===== config.mk =====
export PLATFORM = sky130hd
export DESIGN_NAME = fifo_uart_tx
export DESIGN_NICKNAME = d
export VERILOG_FILES = /design/src/rtl/fifo_uart_tx.sv
export SDC_FILE = /design/constraint.sdc
export NUM_CORES = 1
export LEC_CHECK = 0
export CAP_MARGIN = 10
export CORE_MARGIN = 5
export CORE_UTILIZATION = 51
export DETAILED_ROUTE_END_ITERATION = 8
export HOLD_SLACK_MARGIN = 0.02
export PLACE_DENSITY = 0.77
export SETUP_SLACK_MARGIN = 0.3
export SYNTH_ARGS = -nofsm -noshare
export SYNTH_HDL_FRONTEND = slang
export SYNTH_SLANG_ARGS = --single-unit

===== constraint.sdc =====
create_clock -name clk -period 2.29 [get_ports clk]
set_input_delay 0.3435 -clock clk [delete_from_list [all_inputs] [get_ports clk]]
set_output_delay 0.3435 -clock clk [all_outputs]
set_load 0.005 [all_outputs]

===== src/rtl/fifo_uart_tx.sv =====
// UART transmitter that drains a show-ahead FIFO, one word per frame.
// Frame: start bit, data LSB first, optional parity, one or two stop bits.
module fifo_uart_tx #(
    parameter int DATA_WIDTH   = 8,
    parameter int CLKS_PER_BIT = 16,
    parameter int PARITY_EN    = 0,
    parameter int PARITY_ODD   = 0,
    parameter int STOP_BITS    = 1
) (
    input  logic                  clk,
    input  logic                  reset,
    input  logic                  enable,
    input  logic [DATA_WIDTH-1:0] fifo_data,
    input  logic                  fifo_val,
    output logic                  fifo_read,
    output logic                  tx,
    output logic                  busy,
    output logic                  frame_done
);

    localparam int CW = (CLKS_PER_BIT > 1) ? $clog2(CLKS_PER_BIT) : 1;
    localparam int BW = (DATA_WIDTH > 1) ? $clog2(DATA_WIDTH) : 1;
    localparam logic [CW-1:0] BAUD_LAST = CW'(CLKS_PER_BIT - 1);
    localparam logic [BW-1:0] BIT_LAST  = BW'(DATA_WIDTH - 1);
    localparam logic          STOP_LAST = (STOP_BITS == 2);
    localparam logic          ODD       = (PARITY_ODD != 0);

    typedef enum logic [2:0] {
        IDLE,
        START,
        DATA,
        PARITY,
        STOP
    } state_t;

    state_t                state_q;
    logic [CW-1:0]         baud_q;
    logic [BW-1:0]         bit_q;
    logic                  stop_q;
    logic [DATA_WIDTH-1:0] shift_q;
    logic                  parity_q;
    logic                  tx_q;

    logic                  baudEnd;
    logic                  lastStop;
    logic                  popReq;
    logic [BW-1:0]         bitNext;

    assign baudEnd  = (baud_q == BAUD_LAST);
    assign lastStop = (state_q == STOP) && baudEnd && (stop_q == STOP_LAST);
    // The pop is gated by reset so an aborted frame never consumes a word.
    assign popReq   = !reset && enable && fifo_val && ((state_q == IDLE) || lastStop);
    assign bitNext  = bit_q + BW'(1);

    assign fifo_read  = popReq;
    assign frame_done = lastStop;
    assign busy       = (state_q != IDLE);
    assign tx         = tx_q;

    always_ff @(posedge clk or posedge reset) begin
        if (reset) begin
            state_q  <= IDLE;
            baud_q   <= '0;
            bit_q    <= '0;
            stop_q   <= 1'b0;
            shift_q  <= '0;
            parity_q <= 1'b0;
            tx_q     <= 1'b1;
        end else if (popReq) begin
            shift_q  <= fifo_data;
            parity_q <= (^fifo_data) ^ ODD;
            state_q  <= START;
            baud_q   <= '0;
            bit_q    <= '0;
            stop_q   <= 1'b0;
            tx_q     <= 1'b0;
        end else begin
            if (state_q != IDLE && !baudEnd) begin
                baud_q <= baud_q + CW'(1);
            end
            case (state_q)
                IDLE: begin
                    baud_q <= '0;
                    tx_q   <= 1'b1;
                end
                START: begin
                    if (baudEnd) begin
                        baud_q  <= '0;
                        bit_q   <= '0;
                        state_q <= DATA;
                        tx_q    <= shift_q[0];
                    end
                end
                DATA: begin
                    if (baudEnd) begin
                        baud_q <= '0;
                        if (bit_q == BIT_LAST) begin
                            bit_q <= '0;
                            if (PARITY_EN != 0) begin
                                state_q <= PARITY;
                                tx_q    <= parity_q;
                            end else begin
                                state_q <= STOP;
                                tx_q    <= 1'b1;
                            end
                        end else begin
                            bit_q <= bitNext;
                            tx_q  <= shift_q[bitNext];
                        end
                    end
                end
                PARITY: begin
                    if (baudEnd) begin
                        baud_q  <= '0;
                        state_q <= STOP;
                        tx_q    <= 1'b1;
                    end
                end
                STOP: begin
                    if (baudEnd) begin
                        baud_q <= '0;
                        if (stop_q == STOP_LAST) begin
                            stop_q  <= 1'b0;
                            state_q <= IDLE;
                        end else begin
                            stop_q <= 1'b1;
                        end
                    end
                    tx_q <= 1'b1;
                end
                default: begin
                    state_q <= IDLE;
                    baud_q  <= '0;
                    tx_q    <= 1'b1;
                end
            endcase
        end
    end

endmodule


==> results of run 1 <==
==> sequential cells by signal, indices dropped and copies added (netlist names) <==
signal	flops
tx	1
state_q	3
shift_q	8
bit_q	3
baud_q	4
==> repair_timing <==
item | CTS | global route
pin swaps | 0 | 2
setup endpoints to repair | 3 | 1
setup buffers | 2 | 2
resized for setup | 7 | 3
==> worst paths after layout <==
kind | end | cells past startpoint
setup / recovery | busy | 3
hold / removal | state_q[1] | 3
setup reg to reg | tx | 5
hold reg to reg | shift_q[3] | 1
max in group asynchronous | tx | 3
min in group clk | shift_q[3] | 1
==> metal layers <==
layer / part of all wire / track usage / wire (um)
met5: 0 / 0 / 0
met4: 0.017 / 0.0894 / 34
met3: 0.023 / 0.0249 / 45
met2: 0.47 / 0.265 / 944
met1: 0.49 / 0.226 / 970
==> cell type report <==
cell class | count | area share
Timing Repair Buffer | 23 | 0.167
Inverter | 2 | 0.00598
Sequential cell | 19 | 0.380
Tap cell | 25 | 0.0249
Clock inverter | 1 | 0.00399
Clock buffer | 3 | 0.0179
Multi-Input combinational cell | 56 | 0.400
==> critical path: stages (launching register included) <==
cell,delay (ns)
dfrtp_1,0.40
buf_4,0.17
or3_1,0.36
dlygate4sd2_1,0.27
==> through the flow <==
stage / setup WS [ns] / power (uW)
floorplan: 0.561 / 900
global placement: 0.229 / 1030
detailed placement: 0.213 / 1050
CTS: 0.182 / 1280
global route: 0.323 / 1420
finish: 0.428 / 1310
==> kinds of logic (layout without fill, tap and decap cells) <==
kind of cell,count (synthesis),after routing,synth area share
multiplexers,12,12,0.161
adder cells (fa/ha/maj),3,3,0.0388
flip-flops,19,19,0.492
buffers and inverters,6,29,0.0310
XOR/XNOR,2,2,0.0181
AO/OA/AOI/OAI,11,11,0.0801
AND/OR/NAND/NOR,28,28,0.178
==> power by group through the flow <==
stage	registers, uW	logic, uW	clock network (uW)
after floorplan	560	339	0
after global placement	581	447	0
after detailed placement	591	462	0
after CTS	593	512	175
after global routing	618	611	195
final	599	542	172
==> cell usage in the layout (no fill, tap or decap), types with 2 or more instances in the layout <==
cell              n
nand4_1           2
mux4_2            2
nor3_1            4
dfrtp_1          18
buf_4             8
or3_1             3
nor2_1            4
o21ai_0           3
clkbuf_4          3
dlygate4sd2_1     2
mux2_1            8
inv_1             2
nand2_1           3
ha_1              2
clkdlybuf4s50_1  12
a21oi_1           2
==> flow_metrics.py, run 1 <==
metrics = {
    "status": {
        "status": "complete, no violations",
    },
    "yosys": {
        "yosysMostFrequentCell": "dfrtp_1",
        "synth_area_leader_cell": "dfrtp_1",
        "synth_nets": 96,
        "synth_cells": 81,
        "ys_async_sr_fraction": 1.00,
        "ys.flop_type": "dfrtp_1",
        "ys_warn_count": 0,
        "ys_seq_area_frac": 0.492,
        "synth_area_per_cell_sq_um": 12.0,
        "synth_common_cells": "dfrtp_1 (18), mux2_1 (8), nor2_1 (5)",
        "syn_area_sq_um": 968,
        "synth_area_leaders": "dfrtp_1 (47%), mux2_1 (9.3%), mux4_2 (4.7%), ha_1 (3.9%), dfstp_2 (2.7%)",
        "ys_ff_latch": 19,
        "synth_edf_count": 0,
        "synth_cell_types": 34,
        "synth_top_area_frac": 0.465,
    },
    "power": {
        "power_density_mw_per_mm2": 1050,
        "p_switching_uw": 454,
        "pwr-share-comb": 0.413,
        "clkPwrFrac": 0.131,
        "p_leak_uw": 0.000554,
        "seqPwrFrac": 0.456,
        "switching_share": 0.345,
        "ir_worst_vdd_mv": 0.909,
        "internal_power_uw": 860,
    },
    "worst_setup_path": {
        "crit_path_start": "state_q[1]",
        "r2r_start": "bit_q[0]",
        "path_max_fanout": 10,
        "reg2reg_slack_ns": 0.51,
        "critical_path_class": "flip-flop to primary output",
        "arrival_ns": 1.52,
        "critPathLaunchType": "flip-flop",
        "endpoint_kind": "primary output",
        "worstPathRequired_ns": 1.95,
    },
    "final_layout": {
        "fillers": 139,
        "diodes": 0,
        "seqCellArea_sq_um": 477,
        "multi_input_area_sq_um": 502,
        "postLayoutCoreUtil": 0.711,
        "fin_area_sq_mm": 0.00125,
        "nets": 120,
        "area_growth_pct": 29.6,
        "drive_above_1_share": 0.221,
        "instances_no_fill": 129,
    },
    "timing": {
        "timing.hold.ws_ns": 0.446,
        "setup_viol": 0,
        "fin_skew_ns": 0.0132,
        "rsz0062_at_grt": "no",
        "tightest_slew_ns": 0.425,
        "setup_tns_ns": 0,
        "post-route-period-util": 0.813,
        "min_period_ns": 1.86,
        "relSlewSlack": 0.713,
        "hold_viol": 0,
        "slew_violations": 0,
        "timing.fmax_ghz": 0.537,
    },
    "drt": {
        "first_pass_iters": 4,
        "dr_total_vias": 736,
        "route.detailed.drc": 0,
        "ant_nets": 0,
        "drt_iter0_drc": 11,
        "via_per_inst": 5.71,
        "wl_um": 2000,
        "wl_per_cell_um": 15.5,
    },
    "clock_tree": {
        "clock_latency_ns": 0.31,
        "path_clk_slew_ns": 0.11,
        "cts_max_level": 1,
        "cts_made_buffers": 3,
        "clock-sinks": 19,
        "cts_tree": "done",
        "ctsHoldBuffers": 0,
        "cts_root_buf": "clkbuf_4",
        "clk_path_buf_depth": 2,
    },
    "grt": {
        "grt_pass1_wl_um": 3420,
        "track_usage": 0.169,
        "grt_max_degree": 20,
        "antenna_found_initial": 0,
        "globalRoute.totalOverflow": 0,
        "grt_pass1_vias": 767,
    },
    "die": {
        "pin_count": 16,
        "placementRows": 15,
        "start_util": 0.549,
        "dieArea_sq_mm": 0.00287,
        "core_sq_mm": 0.00176,
        "die_x_um": 53.6,
        "die_h_um": 53.6,
    },
    "placed_design": {
        "numPortBuffers": 15,
        "place_congestion": 0.823,
        "hpwl_um": 1410,
        "dp.cells": 121,
        "post_dp_cell_area_sq_mm": 0.00116,
    },
    "hold_path": {
        "hold_class": "input pin to asynchronous set/reset pin",
    },
    "job": {
        "drv_cap": 0,
    },
}
Power figures use the tool's default switching activity.
==> inputs of run 2 (changes only) <==
--- a/config.mk
+++ b/config.mk
@@ -7,10 +7,10 @@
 export LEC_CHECK = 0
 export CAP_MARGIN = 10
 export CORE_MARGIN = 5
-export CORE_UTILIZATION = 51
+export CORE_UTILIZATION = 46
 export DETAILED_ROUTE_END_ITERATION = 8
 export HOLD_SLACK_MARGIN = 0.02
-export PLACE_DENSITY = 0.77
+export PLACE_DENSITY = 0.73
 export SETUP_SLACK_MARGIN = 0.3
 export SYNTH_ARGS = -nofsm -noshare
 export SYNTH_HDL_FRONTEND = slang
==> constraint.sdc (replaced) <==
create_clock -name clk -period 1.5 [get_ports clk]
set_input_delay 0.225 -clock clk [delete_from_list [all_inputs] [get_ports clk]]
set_output_delay 0.225 -clock clk [all_outputs]
set_load 0.005 [all_outputs]
==> run 2 against run 1 <==
  * The flow now finishes with violations (setup timing)
  * Via count up 30%
  * Non-clock buffer count up 28
  * Flip-flop and latch count unchanged
  * Register-to-register slack worse by 0.78 ns
  * Critical endpoint is now bit_q[0]
  * Clock-buffer cell count up 1
  * Clock skew down 0.0028 ns
  * Critical path depth up 5
  * Global-route usage up 4.9 points
  * Clock power up 62%
  * Routed wire length up 84%
  * Sequential power up 62%
  * Power up 120%
==> flow_metrics.py, run 2 (synthesized netlist as in run 1, its figures left out) <==
metrics = {
    "die": {
        "start_util": 0.489,
        "dieArea_sq_mm": 0.00312,
        "pin_count": 16,
        "placementRows": 16,
        "die_h_um": 55.9,
        "die_x_um": 55.9,
        "core_sq_mm": 0.00198,
    },
    "grt": {
        "busiest_layer": "met2",
        "use_met1": 0.250,
        "antenna_found_initial": 0,
        "globalRoute.totalOverflow": 0,
        "track_usage": 0.218,
        "met2_usage": 0.416,
        "grt_pass1_vias": 1006,
        "grt_use_met3": 0.0418,
        "grt_pass1_wl_um": 5250,
        "grt_max_degree": 20,
    },
    "final_layout": {
        "max_flop_register": "shift_q",
        "diodes": 0,
        "drive_above_1_share": 0.667,
        "fillers": 78,
        "nets": 148,
        "seqCellArea_sq_um": 480,
        "final_common_cell": "buf_4",
        "multi_input_area_sq_um": 726,
        "area_growth_pct": 82.3,
        "postLayoutCoreUtil": 0.891,
        "largest_reg_flops": 8,
        "top_regs": "shift_q: 8 flops, baud_q: 4 flops",
        "instances_no_fill": 159,
        "layout_common_cells": "buf_4 (22), dfrtp_1 (15), buf_6 (14)",
    },
    "hold_path": {
        "hold_class": "input pin to asynchronous set/reset pin",
    },
    "timing": {
        "slew_violations": 0,
        "fin_skew_ns": 0.0104,
        "timing.fmax_ghz": 0.563,
        "relSlewSlack": 0.723,
        "hold_viol": 0,
        "setup_viol": 15,
        "tightest_slew_ns": 0.410,
        "min_period_ns": 1.77,
        "rsz0062_at_grt": "yes",
        "worst_slack_ns": -0.275,
        "post-route-period-util": 1.18,
        "setup_tns_ns": -2.75,
        "timing.hold.ws_ns": 0.0742,
    },
    "clock_tree": {
        "ctsHoldBuffers": 0,
        "clock-sinks": 19,
        "cts_max_level": 1,
        "clock_latency_ns": 0.31,
        "cts_tree": "done",
        "clk_path_buf_depth": 2,
        "path_clk_slew_ns": 0.12,
        "cts_made_buffers": 3,
        "cts_root_buf": "clkbuf_4",
    },
    "drt": {
        "via_per_inst": 6.04,
        "wl_per_cell_um": 23.1,
        "wl_um": 3670,
        "drt_iter0_drc": 38,
        "first_pass_iters": 4,
        "dr_total_vias": 960,
        "ant_nets": 0,
        "route.detailed.drc": 0,
    },
    "power": {
        "finalPower_uw": 2900,
        "p_leak_uw": 0.000752,
        "power_density_mw_per_mm2": 1640,
        "ir_worst_vdd_mv": 1.17,
    },
    "worst_setup_path": {
        "path_max_fanout": 4,
        "slowest_stage": "dfrtp_1",
        "worstPathRequired_ns": 1.72,
        "crit_top_cell": "buf_6",
        "reg2reg_slack_ns": -0.27,
        "max_stage_delay_ns": 0.43,
        "critPathLaunchType": "flip-flop",
        "critical_path_class": "flip-flop to flip-flop",
        "arrival_ns": 1.99,
        "endpoint_kind": "flip-flop",
        "crit_path_cell_trace": "ha_4, nand3_4, buf_6, nor3_2, a211o_1, buf_4, buf_6, mux2i_1",
    },
    "status": {
        "violations": "setup timing",
        "status": "finished, violations left",
    },
    "placed_design": {
        "dp.cells": 142,
        "place_congestion": 0.894,
        "hpwl_um": 1840,
        "numPortBuffers": 15,
    },
    "job": {
        "drv_cap": 0,
    },
}
[run 2: power breakdown]
| part | total [uW] | internal (uW) | switching [uW] |
|---|---|---|---|
| sequential | 969 | 746 | 223 |
| combinational | 1650 | 973 | 678 |
| clock | 278 | 104 | 175 |
| total | 2900 | 1820 | 1080 |
[run 2: repair_timing]
item	in CTS	in global routing
gates cloned	1	0
endpoints found under the setup margin	23	23
hold endpoints to repair	0	0
pin swaps	12	6
resized for setup	50	21
buffers inserted	8	4
[run 2: critical path: cells and delay by family (launching register included)]
kind                     cells  cell delay [ns]
flip-flops                   1             0.43
buffers and inverters        3             0.39
AO/OA/AOI/OAI                1             0.31
adder cells (fa/ha/maj)      1             0.19
AND/OR/NAND/NOR              2             0.18
multiplexers                 1             0.18
[run 2: worst paths after layout]
kind / depth (start not counted) / endpoint / start
max: 8 / bit_q[0] / baud_q[1]
min: 3 / bit_q[2] / reset
max reg2reg: 8 / bit_q[0] / baud_q[1]
min reg2reg: 1 / shift_q[6] / shift_q[6]
max in group asynchronous: 3 / tx / reset
min in group clk: 2 / shift_q[5] / fifo_data[5]
[run 2: routing by layer]
metal	vias up	part of all wire
li1	404	-
met1	478	0.37
met2	60	0.52
met3	18	0.066
met4	0	0.040
met5	-	0
[run 2: layout make-up]
class | count | share of cell area
multi-input combinational | 56 | 0.411
clock buffer | 4 | 0.0149
tap | 27 | 0.0191
timing repair buffer | 51 | 0.276
inverter | 2 | 0.00638
sequential | 19 | 0.272
[run 2: per-stage QoR]
| step | area (sq um) | worst slack (ns) |
|---|---|---|
| floorplan | 1070 | -0.0874 |
| global route | 1770 | -0.330 |
| detailed placement | 1390 | -0.309 |
| finish | 1770 | -0.275 |
| global placement | 1390 | -0.309 |
| CTS | 1620 | -0.188 |
==> inputs of run 3 (changes only) <==
--- a/config.mk
+++ b/config.mk
@@ -8,6 +8,7 @@
 export CAP_MARGIN = 10
 export CORE_MARGIN = 5
 export CORE_UTILIZATION = 46
+export CTS_CLUSTER_DIAMETER = 150
 export DETAILED_ROUTE_END_ITERATION = 8
 export HOLD_SLACK_MARGIN = 0.02
 export PLACE_DENSITY = 0.73
==> constraint.sdc (replaced) <==
create_clock -name clk -period 1.5 [get_ports clk]
set_input_delay 0.3 -clock clk [delete_from_list [all_inputs] [get_ports clk]]
set_output_delay 0.3 -clock clk [all_outputs]
set_load 0.005 [all_outputs]
==> run 3 against run 2 <==
  * The run still ends with setup timing left
  * Via count fell by 9.0%
  * Combinational power down 13%
  * Highest routed layer unchanged
  * Non-clock buffer count down 4
  * Largest cell class unchanged
  * Utilization fell by 5.9 points
  * Critical path depth fell by 4
  * Flip-flop and latch count did not move
  * Sequential share of layout area rose by 1.8 points
  * Clock skew fell by 0.0016 ns
  * Clock-buffer cell count unchanged
  * Largest power group unchanged
  * Die area unchanged
==> flow_metrics.py, run 3 (synthesized netlist as in run 1, its figures left out) <==
metrics = {
    "die": {
        "start_util": 0.489,
        "die_h_um": 55.9,
        "core_sq_mm": 0.00198,
        "dieArea_sq_mm": 0.00312,
        "die_x_um": 55.9,
        "placementRows": 16,
        "pin_count": 16,
    },
    "timing": {
        "setup_tns_ns": -1.52,
        "fin_skew_ns": 0.00881,
        "min_period_ns": 1.71,
        "slew_violations": 0,
        "relSlewSlack": 0.823,
        "timing.hold.ws_ns": 0.113,
        "setup_viol": 15,
        "timing.fmax_ghz": 0.585,
        "worst_slack_ns": -0.208,
        "rsz0062_at_grt": "yes",
        "tightest_slew_ns": 0.261,
        "post-route-period-util": 1.14,
        "hold_viol": 0,
    },
    "grt": {
        "grt_pass1_wl_um": 4080,
        "grt_max_degree": 20,
        "antenna_found_initial": 0,
        "grt_pass1_vias": 832,
        "track_usage": 0.168,
        "globalRoute.totalOverflow": 0,
    },
    "worst_setup_path": {
        "rr_endpoint": "bit_q[1]",
        "endpoint_kind": "primary output",
        "critPathLaunchType": "flip-flop",
        "arrival_ns": 1.41,
        "r2r_cells": 5,
        "critical_path_class": "flip-flop to primary output",
        "path_max_fanout": 3,
        "worstPathRequired_ns": 1.20,
        "r2r_start": "state_q[1]",
        "reg2reg_slack_ns": -0.19,
    },
    "clock_tree": {
        "cts_tree": "done",
        "clock_latency_ns": 0.30,
        "cts_root_buf": "clkbuf_4",
        "cts_max_level": 1,
        "cts_made_buffers": 3,
        "ctsHoldBuffers": 0,
        "path_clk_slew_ns": 0.11,
        "clock-sinks": 19,
        "clk_path_buf_depth": 2,
    },
    "drt": {
        "ant_nets": 0,
        "via_per_inst": 5.64,
        "wl_um": 2670,
        "drt_iter0_drc": 6,
        "wl_per_cell_um": 17.2,
        "first_pass_iters": 4,
        "route.detailed.drc": 0,
        "dr_total_vias": 874,
    },
    "job": {
        "drv_cap": 0,
    },
    "placed_design": {
        "place_congestion": 0.876,
        "post_dp_cell_area_sq_mm": 0.00138,
        "hpwl_um": 1760,
        "numPortBuffers": 15,
    },
    "final_layout": {
        "layout_common_cells": "buf_4 (22), dfrtp_1 (17), buf_6 (12)",
        "area_growth_pct": 70.2,
        "fin_area_sq_mm": 0.00165,
        "drive_above_1_share": 0.602,
        "nets": 144,
        "top_regs": "shift_q: 8 flops, baud_q: 4 flops",
        "postLayoutCoreUtil": 0.831,
        "largest_reg_flops": 8,
        "diodes": 0,
        "max_flop_register": "shift_q",
        "final_common_cell": "buf_4",
    },
    "status": {
        "status": "finished, violations left",
        "violations": "setup timing",
    },
    "power": {
        "p_leak_uw": 0.000716,
        "power_density_mw_per_mm2": 1600,
        "ir_worst_vdd_mv": 1.23,
    },
    "hold_path": {
        "hold_class": "input pin to asynchronous set/reset pin",
    },
}
## run 3: stage by stage
stage / setup slack (ns) / cells / total power [uW]
6_report: -0.208 / 155 / 2640
3_3_place_gp: -0.446 / 139 / 1930
3_5_place_dp: -0.442 / 139 / 2000
4_1_cts: -0.189 / 148 / 2410
5_1_grt: -0.274 / 155 / 2780
2_1_floorplan: -0.0874 / 81 / 1600
## run 3: worst max-delay path by stage
| stage | from | to | slack [ns] | cells after the start |
|---|---|---|---|---|
| after detailed placement | reset | fifo_read | -0.44 | 5 |
| final | baud_q[1] | frame_done | -0.21 | 4 |
| after global routing | baud_q[1] | frame_done | -0.27 | 4 |
| after CTS | bit_q[1] | tx | -0.19 | 5 |
| after floorplan | bit_q[0] | tx | -0.09 | 5 |
| after global placement | reset | fifo_read | -0.45 | 5 |
## run 3: final cells by class
class / instances / area, sq um
multi-input cells: 56 / 676
flip-flops and latches: 19 / 478
repair buffers: 47 / 423
fillers: 98 / 334
well taps: 27 / 33.8
clock buffers: 4 / 26.3
inverters: 2 / 11.3
## run 3: timing repair
item,4_1_cts,5_1_grt
gates resized for setup,39,16
gates cloned,1,0
pin swaps,11,7
setup endpoints to repair,23,23
buffers inserted,4,7
## run 3: critical path: stages (launching register included)
cell and delay [ns]:
dfrtp_1 0.41, ha_4 0.18, nand3_4 0.10, nor4b_2 0.27
buf_2 0.15
## run 3: power by group
group / total, uW / switching, uW / internal, uW
registers: 946 / 202 / 744
logic: 1430 / 553 / 876
clock network: 263 / 160 / 104
## run 3: metal layers
| metal | track usage | routed length [um] | vias up |
|---|---|---|---|
| met5 | 0 | 0 | - |
| met4 | 0.0644 | 64 | 0 |
| met3 | 0.0441 | 160 | 8 |
| met2 | 0.274 | 1350 | 30 |
| met1 | 0.212 | 1100 | 436 |
| li1 | - | - | 400 |
